--- config.mk ---
export PLATFORM = sky130hd
export DESIGN_NAME = traffic_phase_scheduler
export DESIGN_NICKNAME = d
export VERILOG_FILES = /design/src/rtl/traffic_phase_scheduler.sv
export SDC_FILE = /design/constraint.sdc
export NUM_CORES = 1
export LEC_CHECK = 0
export CELL_PAD_IN_SITES_DETAIL_PLACEMENT = 1
export CELL_PAD_IN_SITES_GLOBAL_PLACEMENT = 1
export CORE_ASPECT_RATIO = 1.5
export CORE_UTILIZATION = 37
export CTS_CLUSTER_SIZE = 25
export DETAILED_ROUTE_END_ITERATION = 8
export PLACE_DENSITY_LB_ADDON = 0.1
export SYNTH_ARGS = -nofsm -noshare
export SYNTH_HDL_FRONTEND = slang
export SYNTH_SLANG_ARGS = --single-unit
--- constraint.sdc ---
create_clock -name CLK -period 4.6 [get_ports CLK]
set_input_delay 0.69 -clock CLK [delete_from_list [all_inputs] [get_ports CLK]]
set_output_delay 0.69 -clock CLK [all_outputs]
set_load 0.005 [all_outputs]
--- src/rtl/traffic_phase_scheduler.sv ---
// Density-driven four-way phase sequencer feeding the lane demux (SEL/GO).
// Optional emergency preemption is compiled in with `define EMERGENCY_PREEMPT_EN.
module traffic_phase_scheduler #(
    parameter int DW       = 3,
    parameter int TW       = 8,
    parameter int T_BASE   = 10,
    parameter int T_STEP   = 5,
    parameter int T_YEL    = 3,
    parameter int T_ALLRED = 2
) (
    input  logic          CLK,
    input  logic          RST,
    input  logic          TICK,
    input  logic [DW-1:0] DENS0,
    input  logic [DW-1:0] DENS1,
    input  logic [DW-1:0] DENS2,
    input  logic [DW-1:0] DENS3,
`ifdef EMERGENCY_PREEMPT_EN
    input  logic          EMG,
    input  logic [1:0]    EMG_LANE,
`endif
    output logic [1:0]    SEL,
    output logic          GO,
    output logic          YEL,
    output logic [TW-1:0] REMAIN,
    output logic [1:0]    PHASE
);

    typedef enum logic [1:0] {
        IDLE   = 2'b00,
        GREEN  = 2'b01,
        YELLOW = 2'b10,
        ALLRED = 2'b11
    } phase_t;

    // Full-width green sum so the saturation compare never sees a wrapped value.
    localparam int SW = TW + DW + $clog2(T_STEP + 1) + 1;
    localparam logic [SW-1:0] TMAX_W = {{(SW-TW){1'b0}}, {TW{1'b1}}};

    phase_t        state_q, state_d;
    logic [1:0]    sel_q, sel_d;
    logic [1:0]    last_q, last_d;
    logic [TW-1:0] remain_q, remain_d;

    logic [DW-1:0] dens [4];
    logic [DW-1:0] dens_sel;
    logic          hit;
    logic [1:0]    hit_lane;
    logic [SW-1:0] sum_full;
    logic [TW-1:0] green_load;

    assign dens[0]  = DENS0;
    assign dens[1]  = DENS1;
    assign dens[2]  = DENS2;
    assign dens[3]  = DENS3;
    assign dens_sel = dens[sel_q];

    // Round-robin scan starting just after the last granted lane.
    always_comb begin
        hit      = 1'b0;
        hit_lane = last_q;
        for (int i = 1; i <= 4; i++) begin
            if (!hit && dens[last_q + 2'(i)] != '0) begin
                hit      = 1'b1;
                hit_lane = last_q + 2'(i);
            end
        end
    end

    always_comb begin
        sum_full   = SW'(T_BASE) + SW'(dens[hit_lane]) * SW'(T_STEP);
        green_load = (sum_full > TMAX_W) ? {TW{1'b1}} : sum_full[TW-1:0];
    end

    always_comb begin
        state_d  = state_q;
        sel_d    = sel_q;
        last_d   = last_q;
        remain_d = remain_q;
        case (state_q)
            IDLE: begin
`ifdef EMERGENCY_PREEMPT_EN
                if (EMG) begin
                    state_d  = GREEN;
                    sel_d    = EMG_LANE;
                    last_d   = EMG_LANE;
                    remain_d = TW'(T_BASE);
                end else
`endif
                if (hit) begin
                    state_d  = GREEN;
                    sel_d    = hit_lane;
                    last_d   = hit_lane;
                    remain_d = green_load;
                end
            end
            GREEN: begin
`ifdef EMERGENCY_PREEMPT_EN
                if (EMG && EMG_LANE == sel_q) begin
                    state_d = GREEN;
                end else if (EMG) begin
                    state_d  = YELLOW;
                    remain_d = TW'(T_YEL);
                end else
`endif
                if (TICK) begin
                    // Gap-out ends green early whatever time is left.
                    if (dens_sel == '0 || remain_q == TW'(1)) begin
                        state_d  = YELLOW;
                        remain_d = TW'(T_YEL);
                    end else begin
                        remain_d = remain_q - TW'(1);
                    end
                end
            end
            YELLOW: begin
                if (TICK) begin
                    if (remain_q == TW'(1)) begin
                        state_d  = ALLRED;
                        remain_d = TW'(T_ALLRED);
                    end else begin
                        remain_d = remain_q - TW'(1);
                    end
                end
            end
            ALLRED: begin
                if (TICK) begin
                    if (remain_q == TW'(1)) begin
                        state_d  = IDLE;
                        remain_d = '0;
                    end else begin
                        remain_d = remain_q - TW'(1);
                    end
                end
            end
            default: state_d = IDLE;
        endcase
    end

    // last_q resets to 3 so the first scan begins at lane 0.
    always_ff @(posedge CLK) begin
        if (RST) begin
            state_q  <= IDLE;
            sel_q    <= 2'd0;
            last_q   <= 2'd3;
            remain_q <= '0;
        end else begin
            state_q  <= state_d;
            sel_q    <= sel_d;
            last_q   <= last_d;
            remain_q <= remain_d;
        end
    end

    assign SEL    = sel_q;
    assign GO     = (state_q == GREEN);
    assign YEL    = (state_q == YELLOW);
    assign REMAIN = remain_q;
    assign PHASE  = state_q;

endmodule
# Word-level counts from Yosys, hierarchy flattened
# Index checks and enable logic that the tools add are counted.
# word_totals
mem_bits_ro,0
wordCells,93
ramBits,0
latchBits,0
ff_bits,14
mem_count,0
# classes
mul,1
reduce_logical,16
muxes,43
n_eq_ne,11
n_shift,0
add_sub_neg,5
bitwise_logic,6
div_mod_pow,0
order_cmp,7
# op_table
operator,n
2-to-1 mux 8 bit,8
binary-select mux 3 bit (select 2 bit),6
2-to-1 mux 3 bit,12
case mux 8 bit (4 select lines),1
2-to-1 mux 2 bit,11
>= comparator 3 bit (second input constant),6
inverter 2 -> 3 bit,6
nonzero test 3 bit,4
inequality test 2 bit (second input constant),5
== test 8 x 1 -> 1 bit (second input constant),1
> comparator 7 x 8 -> 1 bit (second input constant),1
case mux 2 bit (4 select lines),1
subtractor 8 x 1 -> 8 bit (second input constant),1
adder 4 x 6 -> 7 bit (first input constant),1
AND reduction 7 bit,1
multiplier 3 x 3 -> 6 bit (second input constant),1
adder 2 bit (second input constant),2
== test 2 bit (second input constant),2
2-to-1 mux 1 bit,4
inequality test 2 x 1 -> 1 bit (second input constant),2
AND reduction 4 bit,1
logical AND 1 bit,3
zero test 1 bit,3
zero test 3 bit,1
other kinds (5),5

# Logic depth before layout (Yosys ltp)
# depth
ltp_word,26
depth_mapped,15

# Least setup slack after synthesis
# OpenSTA, ideal clock, no wires.
# synth_path
path_kind,input to register
from,input port DENS3[2]
to,register remain_q[5] (netlist: REMAIN[5])
cell_stages,14
setup_time_ns,0.092
n_path_buf,0
slack_ns,0.990
arrival_time_ns,3.518
path_cell_list,nor3_2 > nor3b_1 > nor4_4 > mux2_2 > nand2_1 > o21ai_0 > ha_1 > ha_1 > ha_1 > a31oi_1 > xnor2_1 > and2_1 > a31oi_1 > o32ai_1
# synth_via
elab_chain_len,24
# synth_lines
element,line_no,rtl
from (decl),17,"input logic [DW-1:0] DENS3,"
binary-select mux 3 bit (select 2 bit),63,if (!hit && dens[last_q + 2'(i)] != '0) begin
2-to-1 mux 3 bit (implied by the code) (2 in series),63,
nonzero test 3 bit,63,
2-to-1 mux 1 bit,63,
zero test 1 bit,63,
logical AND 1 bit,63,
2-to-1 mux 1 bit,63,
zero test 1 bit,63,
(+6 left out),--,
binary-select mux 3 bit (select 2 bit),71,sum_full = SW'(T_BASE) + SW'(dens[hit_lane]) * SW'(T_STEP);
2-to-1 mux 3 bit (implied by the code) (2 in series),71,
multiplier 3 x 3 -> 6 bit,71,
adder 4 x 6 -> 7 bit,71,
> comparator 7 x 8 -> 1 bit,72,green_load = (sum_full > TMAX_W) ? {TW{1'b1}} : sum_full[TW-1:0];
2-to-1 mux 8 bit,72,
2-to-1 mux 8 bit,90,if (hit) begin
case mux 8 bit (4 select lines),80,case (state_q)
to (signal assigned),151,remain_q <= remain_d;
to (decl),43,"logic [TW-1:0] remain_q, remain_d;"
# Parallel ways exist; a longest one is shown, timed or not. The select of a mux whose other input is x is not followed.
# A chain may end at the register's enable or synchronous reset.

# Final worst setup path
# Same ends and word-level chain as after synthesis.

==> impl_metrics.tcl <==
set metrics [dict create \
    run_status "finished clean" \
    floorplan.rows 26 \
    route.vias.total 1376 \
    most_used_standard_cell_by_instance_count_after_synthesis "sky130_fd_sc_hd__dfxtp_1" \
    critPathKind "in -> reg" \
    full_die_area_um2 3763 \
    globalRoute.totalOverflow 0 \
    synth-edff-count 0 \
    detailedRoute.firstPassIterationCount 4 \
    ys_async_sr_fraction 0 \
    yosysTopAreaCellShare 0.2154 \
    io_port_bufs 28 \
    register_bit_total_from_synthesis 14 \
    skew_ns 0.0006372 \
    fmax_mhz 252.3 \
    power.ir.vdd_worst_uv 354.5 \
    max_slew_margin 0.3751 \
    fill_cells 426 \
    max_cap_viol_count 0 \
    post_cts_resized 0 \
    power.net_switching_uw 603.2 \
    worstMarginPinSlew_ns 0.9287 \
    dieWidth_um 50.42 \
    postSynth.topFlopCell "sky130_fd_sc_hd__dfxtp_1" \
    htree_num_levels 1 \
    cts-buffers-inserted 3 \
    tritoncts "built" \
    area_growth_pct 29.42 \
    ys_seq_area_frac 0.2154 \
    syn_avg_cell_area_um2 8.082 \
    static-leakage-power_nw 0.6651 \
    netSwitchingFraction 0.4707 \
    post-route-drc-count 0 \
    core-area_um2 3383 \
    finalInstanceArea_um2 1684 \
    p_per_area_nw_per_um2 760.9 \
    clock_tree.buffer_depth 2 \
    cts.clk_slew.worst_paths_ns 0.06 \
    grt_max_degree 18 \
    post-route-period-util 0.8617 \
    synth_top_cell_by_area "sky130_fd_sc_hd__dfxtp_1" \
    whs_ns 0.5222 \
    sequentialPowerShare 0.177 \
    num-nets-final 219 \
    antenna_left 0 \
    clkSinkCount 14 \
    initial_antenna_violation_count 0 \
    setup.worst_path.end_class "register" \
    gp_congestion 0.8020 \
    yosys-top-cells-count "sky130_fd_sc_hd__dfxtp_1 (14), sky130_fd_sc_hd__ha_1 (13), sky130_fd_sc_hd__a21oi_1 (12), sky130_fd_sc_hd__nand2_1 (12), sky130_fd_sc_hd__nor3_1 (12)" \
    critPathLaunchType "primary input" \
    wire_per_inst_um 18.48 \
    clkLatencyLatePin_ns 0.25 \
    design.portCount 29 \
    antenna-diode-count 0 \
    final_period_minus_worst_setup_slack_ns 3.964 \
    netlist_instances 161 \
    finalHoldViolations 0 \
    dr_iter_0_viols 23 \
    synthTopCellsByArea "sky130_fd_sc_hd__dfxtp_1 (22%), sky130_fd_sc_hd__ha_1 (13%), sky130_fd_sc_hd__a21oi_1 (4.6%), sky130_fd_sc_hd__nor3_1 (4.6%), sky130_fd_sc_hd__mux2i_1 (3.8%)" \
    number_of_hold_buffers_added_after_cts 0 \
    effective_utilization_at_floorplan 0.3846 \
    worstPathRequired_ns 4.75 \
    path_max_fanout 6 \
    finalCoreUtilization 0.4978 \
    post_synth_instance_area_um2 1301 \
    drive_gt1_frac 0.09474 \
    wl_um 4288 \
    grt_pass1_vias 1427 \
    place_hpwl_um 3358 \
    routed_via_density 5.931 \
    report.final.setup_viol 0 \
    internal_power_uw 678.2 \
    netlist-cell-type-count 51 \
    rsz0062_at_grt "false" \
    grt.total_usage 0.2387 \
    post-cts-setup-buffers 0 \
    net_count_after_synthesis 189 \
    share_clk_of_total_power 0.097 \
    data_arrival_at_the_endpoint_of_the_critical_path_ns 4.12 \
    root_buffer "sky130_fd_sc_hd__clkbuf_8" \
    grt_first_pass_wirelength_um 6658 \
    maxSlewViolCount 0 \
    combinationalPowerShare 0.727 \
    timing.setup.tns_ns 0 \
    synthesis.yosys.warnings 0 \
    min-delay-path-class "reg -> reg" \
    chipHeight_um 74.63 \
    placed_area_um2 1629 \
]
-- sequential cells by signal, summed over array words and instances, names as in the netlist --
signal / flops
REMAIN: 8
PHASE: 2
SEL: 2
last_q: 2
-- power groups by stage --
| stage | combinational [mW] | clock [mW] | sequential (mW) |
|---|---|---|---|
| floorplan | 0.657 | 0 | 0.210 |
| finish | 0.931 | 0.124 | 0.226 |
| global route | 1.03 | 0.130 | 0.233 |
| CTS | 0.936 | 0.125 | 0.227 |
| global placement | 0.899 | 0 | 0.225 |
| detailed placement | 0.925 | 0 | 0.229 |
-- cells in the final DEF, fill, tap and decap left out, types with 5 or more instances in the layout --
| cell type | instances |
|---|---|
| sky130_fd_sc_hd__inv_1 | 7 |
| sky130_fd_sc_hd__ha_1 | 13 |
| sky130_fd_sc_hd__a31oi_1 | 6 |
| sky130_fd_sc_hd__nand2_1 | 12 |
| sky130_fd_sc_hd__o21ai_0 | 5 |
| sky130_fd_sc_hd__nor3_1 | 12 |
| sky130_fd_sc_hd__mux2i_1 | 5 |
| sky130_fd_sc_hd__clkdlybuf4s50_1 | 28 |
| sky130_fd_sc_hd__a21oi_1 | 12 |
| sky130_fd_sc_hd__dfxtp_1 | 14 |
| sky130_fd_sc_hd__nor2_1 | 9 |
-- critical path: stages --
cell and delay (ns):
sky130_fd_sc_hd__clkdlybuf4s50_1 0.46, sky130_fd_sc_hd__nor3_2 0.40, sky130_fd_sc_hd__nor3b_1 0.16, sky130_fd_sc_hd__nor4_4 0.31, sky130_fd_sc_hd__mux2_2 0.37, sky130_fd_sc_hd__nand2_1 0.06, sky130_fd_sc_hd__o21ai_0 0.13, sky130_fd_sc_hd__ha_1 0.25
sky130_fd_sc_hd__ha_1 0.18, sky130_fd_sc_hd__ha_1 0.32, sky130_fd_sc_hd__a31oi_1 0.20, sky130_fd_sc_hd__xnor2_1 0.16, sky130_fd_sc_hd__and2_1 0.15, sky130_fd_sc_hd__a31oi_1 0.04, sky130_fd_sc_hd__o32ai_1 0.25
-- area by class of cell --
class                   count  area [µm²]  area share
inverters                   7       26.28     0.01560
clock buffers               4       55.05     0.03269
repair buffers             30       295.3      0.1753
multi-input cells         135       974.7      0.5788
well taps                  42       52.55     0.03120
flip-flops and latches     14       280.3      0.1664
-- metal layers --
metal	GRT usage	part of all wire	up-vias
li1	-	-	664
met1	0.2224	0.38	666
met2	0.4993	0.56	34
met3	0.01616	0.026	12
met4	0.1296	0.032	0
met5	0	0	-
-- kinds of logic after synthesis --
kind of cell,share of synthesized area
AND/OR/NAND/NOR,0.2904
AO/OA/AOI/OAI,0.2558
flip-flops,0.2154
adder cells (fa/ha/maj),0.1250
buffers and inverters,0.03557
multiplexers,0.06442
XOR/XNOR,0.01346
-- final timing paths --
check	startpoint	to	slack [ns]	depth (start not counted)
min	SEL[1]	SEL[1]	0.52	2
min reg2reg	SEL[1]	SEL[1]	0.52	2
max reg2reg	last_q[0]	REMAIN[5]	1.18	14
max	DENS3[2]	REMAIN[5]	0.64	15
-- stage by stage --
step	setup slack (ns)	instances	power, mW
2_1_floorplan	0.9901	161	0.8665
6_report	0.6360	232	1.281
4_1_cts	0.6493	232	1.288
3_3_place_gp	0.5711	228	1.124
3_5_place_dp	0.3719	228	1.154
5_1_grt	0.3889	232	1.392
Note: power is estimated with default switching activity, not from simulation.
